### config.mk
export PLATFORM = sky130hd
export DESIGN_NAME = adder_const_iter
export DESIGN_NICKNAME = d
export VERILOG_FILES = /design/src/rtl/ascon_pkg.sv /design/src/rtl/adder_const_iter_unit.sv /design/src/rtl/adder_const_iter.sv
export SDC_FILE = /design/constraint.sdc
export NUM_CORES = 1
export LEC_CHECK = 0
export CAP_MARGIN = 25
export CORE_AREA = 2 2 258 260
export CTS_CLUSTER_DIAMETER = 60
export DETAILED_ROUTE_END_ITERATION = 10
export DIE_AREA = 0 0 260 262
export REMOVE_ABC_BUFFERS = 1
export SKIP_LAST_GASP = 1
export SYNTH_ARGS = -nofsm -noshare
export SYNTH_HDL_FRONTEND = slang
export SYNTH_SLANG_ARGS = --single-unit
### constraint.sdc
create_clock -name clock -period 2.2 [get_ports clock]
set_clock_uncertainty 0.1 [all_clocks]
set_input_delay 0.33 -clock clock [delete_from_list [all_inputs] [get_ports clock]]
set_output_delay 0.33 -clock clock [all_outputs]
set_load 0.01 [all_outputs]
### src/rtl/ascon_pkg.sv
// Shared Ascon types and constants for the constant-addition datapath.
package ascon_pkg;

  localparam int unsigned LANE_W        = 64;
  localparam int unsigned NB_LANES      = 5;
  localparam int unsigned NB_ROUNDS_MAX = 12;
  localparam int unsigned ROUND_W       = 4;
  localparam int unsigned RC_W          = 8;
  localparam int unsigned RC_LANE       = 2;

  // Five 64-bit lanes; lane 0 in the lowest slot.
  typedef logic [NB_LANES-1:0][LANE_W-1:0] t_state_array;

  // Round constants of p^12, indexed by absolute round number.
  localparam logic [RC_W-1:0] ROUND_CONSTANTS [0:NB_ROUNDS_MAX-1] = '{
    8'hF0, 8'hE1, 8'hD2, 8'hC3, 8'hB4, 8'hA5,
    8'h96, 8'h87, 8'h78, 8'h69, 8'h5A, 8'h4B
  };

  typedef enum logic [1:0] {
    IDLE = 2'd0,
    RUN  = 2'd1,
    DONE = 2'd2
  } t_const_fsm;

  // Arithmetic form of the round constant: high nibble 0xF-r, low nibble r.
  function automatic logic [RC_W-1:0] round_constant(input logic [ROUND_W-1:0] r);
    return {4'hF - r, r};
  endfunction

endpackage

### src/rtl/adder_const_iter_unit.sv
// Combinational constant-addition layer: applies UNROLL consecutive round
// constants starting at round_i to lane 2. Build option ADDER_CONST_LUT_EN
// selects the table lookup instead of the arithmetic constant.
module adder_const_unit
  import ascon_pkg::*;
#(
  parameter int unsigned UNROLL = 1
) (
  input  logic [ROUND_W-1:0] round_i,
  input  t_state_array       state_i,
  output t_state_array       state_o
);

  // Constant for one round; rounds past the end contribute nothing.
  function automatic logic [RC_W-1:0] rc_at(input logic [ROUND_W-1:0] r);
    if (32'(r) >= NB_ROUNDS_MAX) begin
      return '0;
    end
`ifdef ADDER_CONST_LUT_EN
    return ROUND_CONSTANTS[r];
`else
    return round_constant(r);
`endif
  endfunction

  logic [RC_W-1:0] rc_sum;

  // XOR-fold the constants of this step and apply them to lane 2's low byte.
  always_comb begin
    rc_sum  = '0;
    state_o = state_i;
    for (int unsigned u = 0; u < UNROLL; u++) begin
      rc_sum = rc_sum ^ rc_at(round_i + ROUND_W'(u));
    end
    state_o[RC_LANE][RC_W-1:0] = state_i[RC_LANE][RC_W-1:0] ^ rc_sum;
  end

endmodule

### src/rtl/adder_const_iter.sv
// Iterated Ascon constant-addition block: accepts a state and round count,
// applies UNROLL rounds per clock, returns the result over valid/ready.
// Build option: ADDER_CONST_LUT_EN (table-based constants in the unit).
module adder_const_iter
  import ascon_pkg::*;
#(
  parameter int unsigned UNROLL = 1
) (
  input  logic               clock,
  input  logic               reset_n,
  input  logic               i_valid,
  output logic               o_ready,
  input  logic [ROUND_W-1:0] i_n_rounds,
  input  t_state_array       i_state,
  input  logic               i_clear,
  output logic               o_valid,
  input  logic               i_ready,
  output t_state_array       o_state,
  output logic [ROUND_W-1:0] o_round,
  output logic               o_busy
);

  if (UNROLL != 1 && UNROLL != 2) begin : g_bad_unroll
    $error("adder_const_iter: UNROLL must be 1 or 2");
  end

  t_const_fsm         state_q, state_d;
  logic [ROUND_W-1:0] round_q, round_d, round_inc;
  t_state_array       data_q, data_d, data_upd;
  logic               ready_q, busy_q, valid_q;

  // Unsupported round counts fall back to the full permutation.
  function automatic logic [ROUND_W-1:0] eff_rounds(input logic [ROUND_W-1:0] n);
    case (n)
      4'd6, 4'd8, 4'd12: return n;
      default:           return ROUND_W'(NB_ROUNDS_MAX);
    endcase
  endfunction

  adder_const_unit #(
    .UNROLL (UNROLL)
  ) u_unit (
    .round_i (round_q),
    .state_i (data_q),
    .state_o (data_upd)
  );

  assign round_inc = round_q + ROUND_W'(UNROLL);

  // Next-state, counter and datapath selection; clear overrides everything.
  always_comb begin
    state_d = state_q;
    round_d = round_q;
    data_d  = data_q;
    case (state_q)
      IDLE: begin
        if (i_valid) begin
          data_d  = i_state;
          round_d = ROUND_W'(NB_ROUNDS_MAX) - eff_rounds(i_n_rounds);
          state_d = RUN;
        end
      end
      RUN: begin
        data_d = data_upd;
        if (round_inc >= ROUND_W'(NB_ROUNDS_MAX)) begin
          round_d = ROUND_W'(NB_ROUNDS_MAX);
          state_d = DONE;
        end else begin
          round_d = round_inc;
        end
      end
      DONE: begin
        if (i_ready) begin
          state_d = IDLE;
        end
      end
      default: begin
        state_d = IDLE;
      end
    endcase
    if (i_clear) begin
      state_d = IDLE;
      round_d = '0;
      data_d  = data_q;
    end
  end

  // State, counter, data and decoded handshake flags.
  always_ff @(posedge clock or negedge reset_n) begin
    if (!reset_n) begin
      state_q <= IDLE;
      round_q <= '0;
      data_q  <= '0;
      ready_q <= 1'b1;
      busy_q  <= 1'b0;
      valid_q <= 1'b0;
    end else begin
      state_q <= state_d;
      round_q <= round_d;
      data_q  <= data_d;
      ready_q <= (state_d == IDLE);
      busy_q  <= (state_d == RUN);
      valid_q <= (state_d == DONE);
    end
  end

  assign o_ready = ready_q;
  assign o_busy  = busy_q;
  assign o_valid = valid_q;
  assign o_state = data_q;
  assign o_round = round_q;

endmodule

## Word-level counts from Yosys, hierarchy flattened

Cells that the tools add are included.

| word-level totals | value |
|---|---|
| register bits after elaboration | 329 |
| latch bits | 0 |
| RAM bits | 0 |
| bits in read-only memories | 0 |
| bits of input ports | 329 |
| output and inout bits | 327 |
| logic and storage cells | 53 |
| memories kept | 0 |

| cells by class | value |
|---|---|
| add/subtract/negate cells | 3 |
| $mul | 0 |
| div/mod/pow operators | 0 |
| $lt $le $gt $ge | 2 |
| equal/unequal tests | 9 |
| shift-type cells | 0 |
| muxes and demuxes | 17 |
| bitwise operators | 3 |
| reductions and logical operators | 8 |

Operators by type and width:

| operator | count |
|---|---|
| case mux 320 bit (2 select lines) | 1 |
| two-way mux 320 bit | 1 |
| two-way mux 4 bit | 6 |
| two-way mux 8 bit | 2 |
| == test 4 bit (second input constant) | 2 |
| greater-or-equal comparator 4 bit (second input constant) | 2 |
| two-way mux 2 bit | 4 |
| case mux 4 bit (2 select lines) | 1 |
| subtractor 4 bit (first input constant) | 2 |
| XOR 8 bit | 1 |
| case mux 2 bit (3 select lines) | 1 |
| adder 4 x 1 -> 4 bit (second input constant) | 1 |
| == test 2 x 1 -> 1 bit (second input constant) | 2 |
| == test 2 bit (second input constant) | 2 |
| == test 4 x 3 -> 1 bit (second input constant) | 1 |
| logical NOT 2 bit | 2 |
| AND reduction 4 bit | 1 |
| inequality test 3 bit (second input constant) | 1 |
| AND reduction 3 bit | 1 |
| nonzero test 3 bit | 1 |
| OR reduction 3 bit | 1 |
| inequality test 2 bit (second input constant) | 1 |
| inverter 1 bit | 2 |
| AND reduction 2 bit | 1 |
| 2 further kinds | 2 |

## Depth between registers and ports, before layout

| depth | value |
|---|---|
| depth after elaboration | 9 |
| mapped depth | 8 |
| gate-level depth less buffers | 5 |

## By module

A second synthesis with hierarchy kept.

| second synthesis, totals | value |
|---|---|
| cells, all modules | 1802 |
| area, all modules | 18426.4 µm² |

By module, submodules not included:

| module | instances | cells an instance | area an instance (µm²) | sequential area each (µm²) |
|---|---|---|---|---|
| adder_const_iter | 1 | 1476 | 15972.8 | 8234.1 |
| adder_const_unit | 1 | 326 | 2453.6 | 0.0 |

## Least setup slack after synthesis

OpenSTA, ideal clock, no wires.

| path | value |
|---|---|
| kind | register to register |
| from | register round_q[0] (netlist: o_round[0]) |
| to | register round_q[1] (netlist: o_round[1]) |
| library setup time | 0.080 ns |
| data arrival time | 1.606 ns |
| data required time | 2.020 ns |
| setup slack | 0.415 ns |
| cell stages (with the launch flop) | 6 |
| buffers on the path | 0 |
| clock period less this slack | 1.785 ns |
| cell sequence | dfrtp_1 ha_1 nor2b_1 a221o_1 or3_4 o22ai_2 |

| on the way | value |
|---|---|
| cells in the longest elaborated chain, start to end | 5 |

Ends and longest elaborated chain:

| what | line | source |
|---|---|---|
| start: declaration | adder_const_iter.sv:28 | `logic [ROUND_W-1:0] round_q, round_d, round_inc;` |
| start signal: assignment | adder_const_iter.sv:99 | `round_q <= round_d;` |
| adder 4 x 1 -> 4 bit * | adder_const_iter.sv:48 | `assign round_inc = round_q + ROUND_W'(UNROLL);` |
| greater-or-equal comparator 4 bit | adder_const_iter.sv:65 | `if (round_inc >= ROUND_W'(NB_ROUNDS_MAX)) begin` |
| two-way mux 4 bit * | adder_const_iter.sv:65 |  |
| case mux 4 bit (2 select lines) * | adder_const_iter.sv:55 | `case (state_q)` |
| two-way mux 4 bit * | adder_const_iter.sv:81 | `if (i_clear) begin` |

Mark *: on every way between the ends. The rest lies on a longest branch, timed or not.
A chain may end at the register's enable or synchronous reset.

## Final worst setup path

| path | value |
|---|---|
| from | register round_q[1] (netlist: o_round[1]) |
| to | output o_round[1] |

RTL lines:

| what | line | source |
|---|---|---|
| end: declaration | adder_const_iter.sv:19 | `output logic [ROUND_W-1:0] o_round,` |

No word-level cell between the ends.

==> key figures <==
Power and ir drop
  • Leak: 0.0106 uW
  • Comb power frac: 26.7%
  • Maximum VDD drop: 536 uV
  • Reg power frac: 38.9%
  • Sw Pwr: 5740 uW
  • Pint: 14500 uW
  • Switching power share of the total: 28.3%
  • PD cells: 909 nW/um2
  • Clock power frac: 34.4%

Yosys
  • Sequential share of the synthesized area: 64.9%
  • #FFs+latches synth: 329
  • Simple-gate share of the synthesized area: 29.7%
  • Post-synthesis adder-cell area fraction: 0.197%
  • Synth Area in XOR/XNOR: 0.0690%
  • Mapped Cells: 1435
  • Unique cell type count in the Yosys netlist: 39
  • Most common cell in the synthesized netlist: nand2_1
  • Largest family of logic cells by synthesized area: simple AND/OR/NAND/NOR gates
  • Proportion of synthesized area in mux cells: 0.0887%
  • Syn Area/Cell: 8.85 um2
  • Warning count from the yosys run: 0
  • Synth top area cells: dfrtp_1 (65%), nand2_1 (28%), buf_2 (2.6%)
  • Post-synthesis async set-or-reset flop share: 100%
  • Cell Area, Synth: 12700 um2
  • Synth Area in Compound Gates: 1.98%
  • Most instantiated cells after synthesis: nand2_1 (946), dfrtp_1 (328), buf_2 (67)
  • Cell taking the most area after synthesis: dfrtp_1
  • Number of enable flip-flop cells after synthesis: 0
  • Yosys top cell area share: 64.6%
  • Top FF cell, synth: dfrtp_1

Worst setup path
  • FF-to-FF setup slack: 0.30 ns
  • Critical path depth: 2
  • Worst r2r src: state_q[1]
  • CP arrival: 1.63 ns
  • Crit path launch type: flop
  • Required time worst endpoint: 1.77 ns
  • Top cell family by delay on the critical path: buffers and inverters
  • CP max FO: 10
  • Crit-path cells: buf_4, clkdlybuf4s50_1
  • R2R cell count: 6
  • Crit end category: output pin
  • Critical Path Max Stage Delay: 0.55 ns
  • CP bufs+invs: 2
  • Worst path slowest cell: clkdlybuf4s50_1
  • FF-to-FF End: o_state[285]
  • Crit Path Class: flop to output pin

Floorplan
  • DIE WIDTH: 260 um
  • Initial Util: 19.5%
  • Die ar.: 68100 um2
  • Die Y: 262 um
  • Std cell rows: 94
  • IO Count: 656
  • Core area: 65300 um2

Detailed routing
  • Drt drc: 0
  • Via count: 11900
  • Vias/cell: 3.93
  • DR WL/cell: 15.3 um
  • Routed WL: 46.2 mm
  • ANT nets after route: 0
  • 1st-iter DRT viols: 675
  • DR pass1 iterations: 5

Clocking
  • CTS tree: done
  • Clk_lat worst skew: 0.55 ns
  • Clock buffer depth: 3
  • H-Tree Depth: 2
  • CTS buffer count: 41
  • CTS Sinks: 329
  • Clock Tree Root: clkbuf_16
  • CTS clk-pin slew, worst paths: 0.06 ns

Timing
  • Max_slew headroom: 65.7%
  • Fmax: 485 MHz
  • Post-layout worst setup margin: 0.136 ns
  • Fin crit share: 93.8%
  • Max Slew Vio Count: 0
  • Minimum clock period: 2.06 ns
  • Final setup violation count: 0
  • Tightest Pin Transition: 0.514 ns
  • RSZ-0062 raised after global routing: false
  • Final Hold Vio Count: 0

Finish
  • Final Core Density: 34.1%
  • Sequential Area: 8240 um2
  • Synth-to-Final Area Change: 75.4%
  • Layout cell share with drive strength beyond 1: 7.25%
  • Multi-input gate area in the final layout: 4070 um2
  • Nets: 2465
  • Antenna diodes: 0
  • FILL cells: 6608

GRT
  • Gr ovfl total: 0
  • Largest net degree at the start of global routing: 81
  • Initial antenna violation count: 1
  • Global-route wire length before repair: 68.9 mm
  • Number of global-route vias before repair: 12400
  • Tot GR Track Use: 12.9%

Placement
  • Port Buffers: 655
  • Post-place setup slack: -0.00327 ns
  • GPL Wtd Cong: 0.838
  • HPWL after DPL: 35.3 mm

Flow run
  • Max Cap Viol: 0

Outcome
  • Status: finished, final reports clean

Hold path
  • Hold Path Class: primary input to async pin
==> cell type report <==
class                   instances  area share (%)
clock buffers                  55            5.30
clock inverters                19            1.04
inverters                       5          0.0843
multi-input cells            1023            18.3
flip-flops and latches        329            37.0
well taps                     864            4.85
repair buffers                734            33.5
==> sequential cells by signal, summed over array words and instances, names as in the netlist <==
| register | cells |
|---|---|
| o_busy | 1 |
| o_round | 4 |
| state_q | 2 |
| o_state | 320 |
| o_ready | 1 |
| o_valid | 1 |
==> placed cells by master (no fill, tap or decap), drive strengths merged, types with 2 or more instances in the layout <==
master | synthesis | routed
clkbuf | 11 | 55
o2bb2ai | 2 | 2
nor2b | 3 | 3
dfrtp | 328 | 328
or3 | 2 | 2
o21ai | 11 | 11
nand2 | 946 | 946
a32oi | 2 | 2
nand3 | 2 | 2
clkdlybuf4s50 | 0 | 654
clkinv | 0 | 9
a21oi | 16 | 16
nor3 | 3 | 3
o22ai | 2 | 2
nand3b | 3 | 3
nand2b | 2 | 2
or2 | 2 | 2
nor2 | 7 | 7
buf | 67 | 79
inv | 5 | 8
nor4b | 2 | 2
bufinv | 0 | 4
clkinvlp | 0 | 3
ha | 2 | 2
nor4 | 3 | 3
==> worst max-delay path by stage <==
stage,to,startpoint,slack [ns]
4_1_cts,o_round[2],o_round[2],0.03
2_1_floorplan,o_state[0],state_q[1],-5.68
3_3_place_gp,o_state[285],i_clear,0.05
3_5_place_dp,o_state[285],i_clear,-0.003
5_1_grt,o_round[1],o_round[1],0.07
6_report,o_round[1],o_round[1],0.14
==> through the flow <==
step | cells | total power [uW] | TNS [ns] | instance area (um2) | hold WS [ns]
after global placement | 2952 | 13300 | 0 | 20800 | 0.147
after CTS | 3027 | 20600 | 0 | 22300 | 0.131
final | 3029 | 20200 | 0 | 22300 | 0.161
after floorplan | 1357 | 9730 | -1786.24 | 12300 | -0.0656
after global routing | 3029 | 21300 | 0 | 22300 | 0.164
after detailed placement | 2952 | 13400 | -0.00327 | 20800 | 0.152
==> routing by layer <==
metal / part of all wire (%) / track usage [%] / wire length [um] / vias to the layer above
li1: - / - / - / 5777
met1: 38 / 14.0 / 17400 / 5556
met2: 50 / 22.6 / 22900 / 475
met3: 8.8 / 4.51 / 4080 / 97
met4: 4.1 / 5.73 / 1880 / 2
met5: 0.032 / 0 / 15 / -
==> kinds of logic (layout without fill, tap and decap cells) <==
family                   count (synthesis)  count (layout)
AND/OR/NAND/NOR                        978             978
flip-flops                             329             329
buffers and inverters                   83             813
AO/OA/AOI/OAI                           40              40
adder cells (fa/ha/maj)                  2               2
other                                    1               1
XOR/XNOR                                 1               1
multiplexers                             1               1
==> power groups by stage <==
| stage | Clock [uW] | Sequential (uW) | Combinational [uW] |
|---|---|---|---|
| after floorplan | 0 | 8420 | 1310 |
| after global placement | 0 | 7930 | 5400 |
| after detailed placement | 0 | 7960 | 5450 |
| after CTS | 7190 | 7890 | 5480 |
| after global routing | 7450 | 8010 | 5870 |
| final | 6970 | 7880 | 5400 |
==> what timing repair did <==
action                                  in CTS  in global routing
gates resized for setup                      1                  0
hold endpoints to repair                   111                  0
setup buffers                                0                  2
endpoints found under the setup margin       1                  1
hold buffers                                 1                  0
No activity file was read; power rests on OpenSTA's default activity.
